===== config.mk =====
export PLATFORM = sky130hd
export DESIGN_NAME = gpmc_bus_master
export DESIGN_NICKNAME = d
export VERILOG_FILES = /design/src/rtl/gpmc_bus_master.sv
export SDC_FILE = /design/constraint.sdc
export NUM_CORES = 1
export LEC_CHECK = 0
export BUFFER_PORTS_ARGS = -buffer_cell sky130_fd_sc_hd__buf_2
export CORE_MARGIN = 1
export CORE_UTILIZATION = 46
export CTS_CLUSTER_DIAMETER = 120
export CTS_CLUSTER_SIZE = 28
export DETAILED_ROUTE_END_ITERATION = 16
export PLACE_DENSITY = 0.74
export RECOVER_POWER = 50
export SKIP_CTS_REPAIR_TIMING = 1
export SYNTH_ARGS = -nofsm -noshare
export SYNTH_HDL_FRONTEND = slang
export SYNTH_SLANG_ARGS = --single-unit

===== constraint.sdc =====
create_clock -name clk -period 2.53 [get_ports clk]
set_input_delay 0.1265 -clock clk [delete_from_list [all_inputs] [get_ports clk]]
set_output_delay 0.1265 -clock clk [all_outputs]
set_load 0.02 [all_outputs]

===== src/rtl/gpmc_bus_master.sv =====
// gpmc_bus_master: bridges the GPMC async muxed AD interface to single-clock strobe/ack bus transactions.
// Define GPMC_TIMEOUT_EN to add a bus_ack watchdog with a sticky bus_err flag.
module gpmc_bus_master #(
  parameter int ADDR_WIDTH     = 16,
  parameter int DATA_WIDTH     = 16,
  parameter int SYNC_STAGES    = 2,
  parameter int TIMEOUT_CYCLES = 255
) (
  input  logic                  clk,
  input  logic                  reset,
  input  logic                  gpmc_csn,
  input  logic                  gpmc_advn,
  input  logic                  gpmc_wen,
  input  logic                  gpmc_oen,
  input  logic [DATA_WIDTH-1:0] gpmc_ad_in,
  output logic [DATA_WIDTH-1:0] gpmc_ad_out,
  output logic                  gpmc_ad_oe,
  output logic [ADDR_WIDTH-1:0] bus_addr,
  output logic                  bus_cs,
  output logic                  bus_we,
  output logic [DATA_WIDTH-1:0] bus_wdata,
  input  logic [DATA_WIDTH-1:0] bus_rdata,
  input  logic                  bus_ack,
  output logic                  bus_err
);
  typedef enum logic [2:0] {IDLE, CMD, REQ, DRIVE, DONE} state_t;
  state_t state, next;
  logic [SYNC_STAGES-1:0] csn_q, advn_q, wen_q, oen_q;
  logic [SYNC_STAGES-1:0][DATA_WIDTH-1:0] ad_q;
  logic advn_p, wen_p, oen_p, oe_q, abort, tmo, done;
  logic csn_s, advn_s, wen_s, oen_s, advn_rise, wen_rise, oen_fall;
  logic [DATA_WIDTH-1:0] ad_s, rd_val;
  assign csn_s     = csn_q[SYNC_STAGES-1];
  assign advn_s    = advn_q[SYNC_STAGES-1];
  assign wen_s     = wen_q[SYNC_STAGES-1];
  assign oen_s     = oen_q[SYNC_STAGES-1];
  assign ad_s      = ad_q[SYNC_STAGES-1];
  assign advn_rise = advn_s && !advn_p;
  assign wen_rise  = wen_s && !wen_p;
  assign oen_fall  = !oen_s && oen_p;
  assign done      = bus_ack || tmo;
  // AD shares the strobes' depth so the latched value lines up with the detected edge
  always_ff @(posedge clk or posedge reset)
    if (reset) begin
      csn_q  <= '1;
      advn_q <= '1;
      wen_q  <= '1;
      oen_q  <= '1;
      ad_q   <= '0;
      advn_p <= 1'b1;
      wen_p  <= 1'b1;
      oen_p  <= 1'b1;
    end else begin
      csn_q  <= {csn_q[SYNC_STAGES-2:0], gpmc_csn};
      advn_q <= {advn_q[SYNC_STAGES-2:0], gpmc_advn};
      wen_q  <= {wen_q[SYNC_STAGES-2:0], gpmc_wen};
      oen_q  <= {oen_q[SYNC_STAGES-2:0], gpmc_oen};
      ad_q   <= {ad_q[SYNC_STAGES-2:0], gpmc_ad_in};
      advn_p <= advn_s;
      wen_p  <= wen_s;
      oen_p  <= oen_s;
    end
`ifdef GPMC_TIMEOUT_EN
  localparam int CW = TIMEOUT_CYCLES > 255 ? $clog2(TIMEOUT_CYCLES + 1) : 8;
  logic [CW-1:0] cnt;
  assign tmo    = state == REQ && !bus_ack && cnt == CW'(TIMEOUT_CYCLES - 1);
  assign rd_val = bus_ack ? bus_rdata : DATA_WIDTH'(16'hDEAD);
  always_ff @(posedge clk or posedge reset)
    if (reset) begin
      cnt     <= '0;
      bus_err <= 1'b0;
    end else begin
      cnt     <= state == REQ ? cnt + CW'(1) : '0;
      bus_err <= bus_err || tmo;
    end
`else
  assign tmo     = 1'b0;
  assign rd_val  = bus_rdata;
  assign bus_err = 1'b0;
`endif
  always_ff @(posedge clk or posedge reset)
    if (reset) state <= IDLE;
    else state <= next;
  always_comb begin
    next = state;
    case (state)
      IDLE:    next = !csn_s && advn_rise ? CMD : IDLE;
      CMD:     next = wen_rise || oen_fall ? REQ : csn_s ? IDLE : CMD;
      REQ:     next = !done ? REQ : abort || csn_s ? IDLE : bus_we ? DONE : DRIVE;
      DRIVE:   next = oen_s || csn_s || !wen_s ? DONE : DRIVE;
      DONE:    next = csn_s ? IDLE : DONE;
      default: next = IDLE;
    endcase
  end
  // a started device access always runs to ack; a csn release during it only discards the result
  always_ff @(posedge clk or posedge reset)
    if (reset) begin
      bus_addr    <= '0;
      bus_cs      <= 1'b1;
      bus_we      <= 1'b0;
      bus_wdata   <= '0;
      gpmc_ad_out <= '0;
      oe_q        <= 1'b0;
      abort       <= 1'b0;
    end else begin
      bus_cs <= next != REQ;
      oe_q   <= next == DRIVE;
      abort  <= state == REQ && (abort || csn_s);
      if (state == IDLE && next == CMD) bus_addr <= ADDR_WIDTH'(ad_s);
      if (state == CMD && wen_rise) begin
        bus_we    <= 1'b1;
        bus_wdata <= ad_s;
      end else if (state == CMD && oen_fall) bus_we <= 1'b0;
      if (state == REQ && next == DRIVE) gpmc_ad_out <= rd_val;
    end
  assign gpmc_ad_oe = oe_q && wen_s;
endmodule


Word level (Yosys, flattened, before mapping)
Index checks and enable logic that the tools add are counted.
{"block": "classes", "eq_ne": 7, "muxes": 11, "reduce_logical": 21}
{"operator": "$mux W3", "count": 5}
{"operator": "$pmux W3 S5", "count": 1}
{"operator": "$logic_and A1 B1 Y1", "count": 10}
{"operator": "$eq A3 B2 Y1 const B", "count": 3}
{"operator": "$eq A3 B1 Y1 const B", "count": 2}
{"operator": "$logic_not A1 Y1", "count": 5}
{"operator": "$logic_or A1 B1 Y1", "count": 4}
{"operator": "$mux W1", "count": 4}
{"operator": "$eq A3 B3 Y1 const B", "count": 1}
{"operator": "$logic_not A3 Y1", "count": 1}
{"operator": "$ne A3 B2 Y1 const B", "count": 1}
{"operator": "$mux W2", "count": 1}
{"operator": "$reduce_bool A2 Y1", "count": 1}
{"block": "word_totals", "ff_bits": 98, "inputBits": 39}

Logic depth before layout (Yosys ltp)
{"block": "logic_depth", "word_depth": 7, "mapped_depth": 5, "mapped_depth_nobuf": 4}

Least setup slack after synthesis
Ideal clock, no wire load.
{"block": "synth_path", "path_kind": "reg-to-reg", "start": "reg state[1]", "end": "reg bus_addr[10]", "setup_time_ns": 0.125, "arrival_ns": 1.366, "slack_ns": 1.039, "path_stages_with_launch": 5, "synth_period_minus_slack_ns": 1.491, "cell_sequence": "dfrtp_1 nor4b_2 nand2_2 buf_6 mux2_4"}
{"block": "synth_via", "elab_chain_cells": 4, "word_cells_on_any_way": 8, "classes_between": "5 x eq/ne; 1 x mux; 2 x reduce/logical"}
{"element": "start, declared", "line": "27", "text": "state_t state, next;"}
{"element": "start signal, assigned", "line": "83", "text": "else state <= next;"}
{"element": "$eq A3 B3 Y1, or another cell as far along", "line": "86", "text": "case (state)"}
{"element": "$pmux W3 S5", "line": "86"}
{"element": "$eq A3 B1 Y1", "line": "109", "text": "if (state == IDLE && next == CMD) bus_addr <= ADDR_WIDTH'(ad_s);"}
{"element": "$logic_and A1 B1 Y1 *", "line": "109"}
{"element": "end signal, assigned", "line": "109"}
{"element": "end, declared", "line": "18", "text": "output logic [ADDR_WIDTH-1:0] bus_addr,"}
Every way passes the cells marked *; elsewhere a longest branch is shown, timed or not.
A chain may end at the register's enable or synchronous reset.

Worst setup path in the final report
Ends and elaborated chain as after synthesis.

==> metrics.md <==
| Metric | Value |
|---|---|
| Clock-pin slew on the worst setup and hold paths | 0.09 ns |
| CTS tree | done |
| Power density over cell area | 1050 nW/µm² |
| Flop pwr share | 49.4% |
| Sequential fraction of the synthesis area | 73.6% |
| Detail Placement HPWL | 3690 µm |
| CTS Buf Count | 9 |
| Syn nets | 227 |
| DR pass1 iterations | 4 |
| Critical path peak fanout | 18 |
| Post-synth top flop | dfrtp_1 |
| FP Rows | 30 |
| Status | completed |
| GRT Total Usage | 14.9% |
| Netlist cell types | 31 |
| Largest net degree at the start of global routing | 69 |
| Max VDD drop | 0.000586 V |
| Pint | 2970 µW |
| WP data arrival | 1.91 ns |
| First-pass GRT wire length | 8450 µm |
| Cells after Synth | 188 |
| CP Launch Type | register |
| Post-synth ARST share | 100% |
| Post-synth EDFFs | 0 |
| Skew-Pair Late Insertion Delay | 0.34 ns |
| HP Class | in2reg |
| Final Cycle Share | 66.4% |
| # DRC | 0 |
| Die X-Extent | 87.4 µm |
| Max frequency | 0.595 GHz |
| Final Routed Wirelength | 5640 µm |
| Max cap viols | 0 |
| Post-route ant nets | 0 |
| Unrepaired setup endpoints after global routing | false |
| Fin Setup TNS | 0 ns |
| Clock Skew | 0.0105 ns |
| Fin. Hold Viols | 0 |
| Ys Warns | 0 |
| Critical Path RT | 2.76 ns |
| Final Max Slew Viols | 0 |
| Commonest cells post-synth | dfrtp_1, mux2_1, mux2_2, mux2_4, dfstp_2 |
| H-tree depth | 3 |
| Fillcell total | 554 |
| Final setup vio count | 0 |
| Critical path type | reg2reg |
| Largest cells by area after synthesis | dfrtp_1, dfstp_2, mux2_4, mux2_1, mux2_2 |
| Switching share of power | 34.8% |
| Slew HR | 13.1% |
| Clock root cell | clkbuf_8 |
| #FFs+latches synth | 98 |
| Area grow syn2layout | 29.5% |
| Initial Util | 48.5% |
| CTS sink cnt | 98 |
| Placeable Area | 6910 µm² |
| Post-Synthesis Cell Area | 3350 µm² |
| Ant. Diodes | 0 |
| Count leader, synth | dfrtp_1 |
| # nets final | 355 |
| Switching power total | 1580 µW |
| Comb pwr share | 30.4% |
| Die area | 7630 µm² |
| Vias/cell | 4.51 |
| Via count | 1879 |
| Worst-Margin Slew | 1.30 ns |
| Die height | 87.4 µm |
| Vias in the first global route | 1787 |
| Final GP Congestion | 0.851 |
| Post-route minimum period | 1.68 ns |
| # port buffers | 89 |
| Max Buffers Root-to-Sink | 2 |
| Final core occ | 62.8% |
| Layout cells sized above 1 | 32.1% |
| Syn avg cell area | 17.8 µm² |
| Top Ports | 91 |
| Yosys top cell area share | 64.2% |
| 1st-iter DRT viols | 62 |
| Yosys top cell by area | dfrtp_1 |
| Clock share of power | 20.3% |
| Pleak | 0.00205 µW |
| DR WL/cell | 13.5 µm |
| Crit. End Element | register |
| Total congestion overflow | 0 |
| Initial antenna violation count | 0 |
## stage by stage
step | setup WS [ns] | power [µW] | std cells | instance area [µm²] | hold WS, ns
2_1_floorplan | 1.04 | 3210 | 188 | 3360 | 0.131
3_3_place_gp | 0.885 | 3700 | 370 | 3900 | 0.232
3_5_place_dp | 0.856 | 3740 | 370 | 3900 | 0.234
4_1_cts | 0.829 | 4670 | 386 | 4090 | -0.137
5_1_grt | 0.730 | 4800 | 417 | 4340 | 0.00114
6_report | 0.850 | 4560 | 417 | 4340 | 0.00549
## power groups by stage
stage	Clock [µW]	Sequential, µW	Combinational, µW
global placement	0	2260	1440
floorplan	0	2710	498
detailed placement	0	2270	1460
global route	1010	2300	1490
CTS	955	2250	1470
finish	923	2250	1380
## state kept, by name, summed over array words and instances (netlist names), 2 cells and up
signal       cells
state            3
oen_q            2
wen_q            2
bus_addr        16
bus_wdata       16
ad_q            16
csn_q            2
ad_s            16
gpmc_ad_out     16
advn_q           2
## kinds of logic (layout without fill, tap and decap cells)
kind of cell	count (synthesis)	in the layout	synth area share (%)
muxes	48	48	17.8
DFF	98	98	73.6
other	1	1	0.112
and+or+nand+nor	28	28	5.82
buffers and inverters	6	139	1.34
AOI/OAI and AO/OA	7	7	1.31
## worst max-delay path: stages (launching register included)
cell and delay, ns:
dfrtp_1 0.48, nor4b_2 0.32, nand2_2 0.35, mux2_4 0.41
## metal layers
metal | track usage [%] | part of all wire, % | wire length, µm | vias to the layer above
li1 | - | - | - | 899
met1 | 19.5 | 43 | 2430 | 921
met2 | 23.0 | 51 | 2890 | 53
met3 | 4.45 | 4.6 | 257 | 6
met4 | 6.71 | 1.1 | 64 | 0
met5 | 0 | 0 | 0 | -
## final cells by class
class | count | area, µm² | share of cell area [%]
well taps | 96 | 120 | 2.77
repair buffers | 121 | 714 | 16.5
flip-flops and latches | 98 | 2470 | 56.9
clock buffers | 11 | 151 | 3.49
inverters | 2 | 8.76 | 0.202
multi-input cells | 84 | 840 | 19.3
clock inverters | 5 | 37.5 | 0.865
## worst paths after layout
check / from / end / slack (ns) / depth (start not counted)
max: state[1] / bus_addr[10] / 0.85 / 3
min: bus_rdata[10] / gpmc_ad_out[10] / 0.005 / 2
max reg2reg: state[1] / bus_addr[10] / 0.85 / 3
min reg2reg: ad_q[5] / ad_s[5] / 0.35 / 0
max in group asynchronous: reset / wen_p / 1.02 / 4
min in group asynchronous: reset / gpmc_ad_out[5] / 0.60 / 3
## cell usage in the layout, fill, tap and decap left out, types with 2 or more instances in the layout
cell	Yosys	routed
buf_2	0	40
clkbuf_1	0	49
clkbuf_8	0	11
clkinvlp_4	0	2
dfrtp_1	86	86
dfstp_1	0	3
dfstp_2	12	9
dlygate4sd3_1	0	31
mux2_1	18	18
mux2_2	15	15
mux2_4	15	15
nand2_1	3	3
nand2_2	2	2
nor2_1	6	6
nor2b_1	4	4
o21ai_0	3	3
Power figures use the tool's default switching activity.
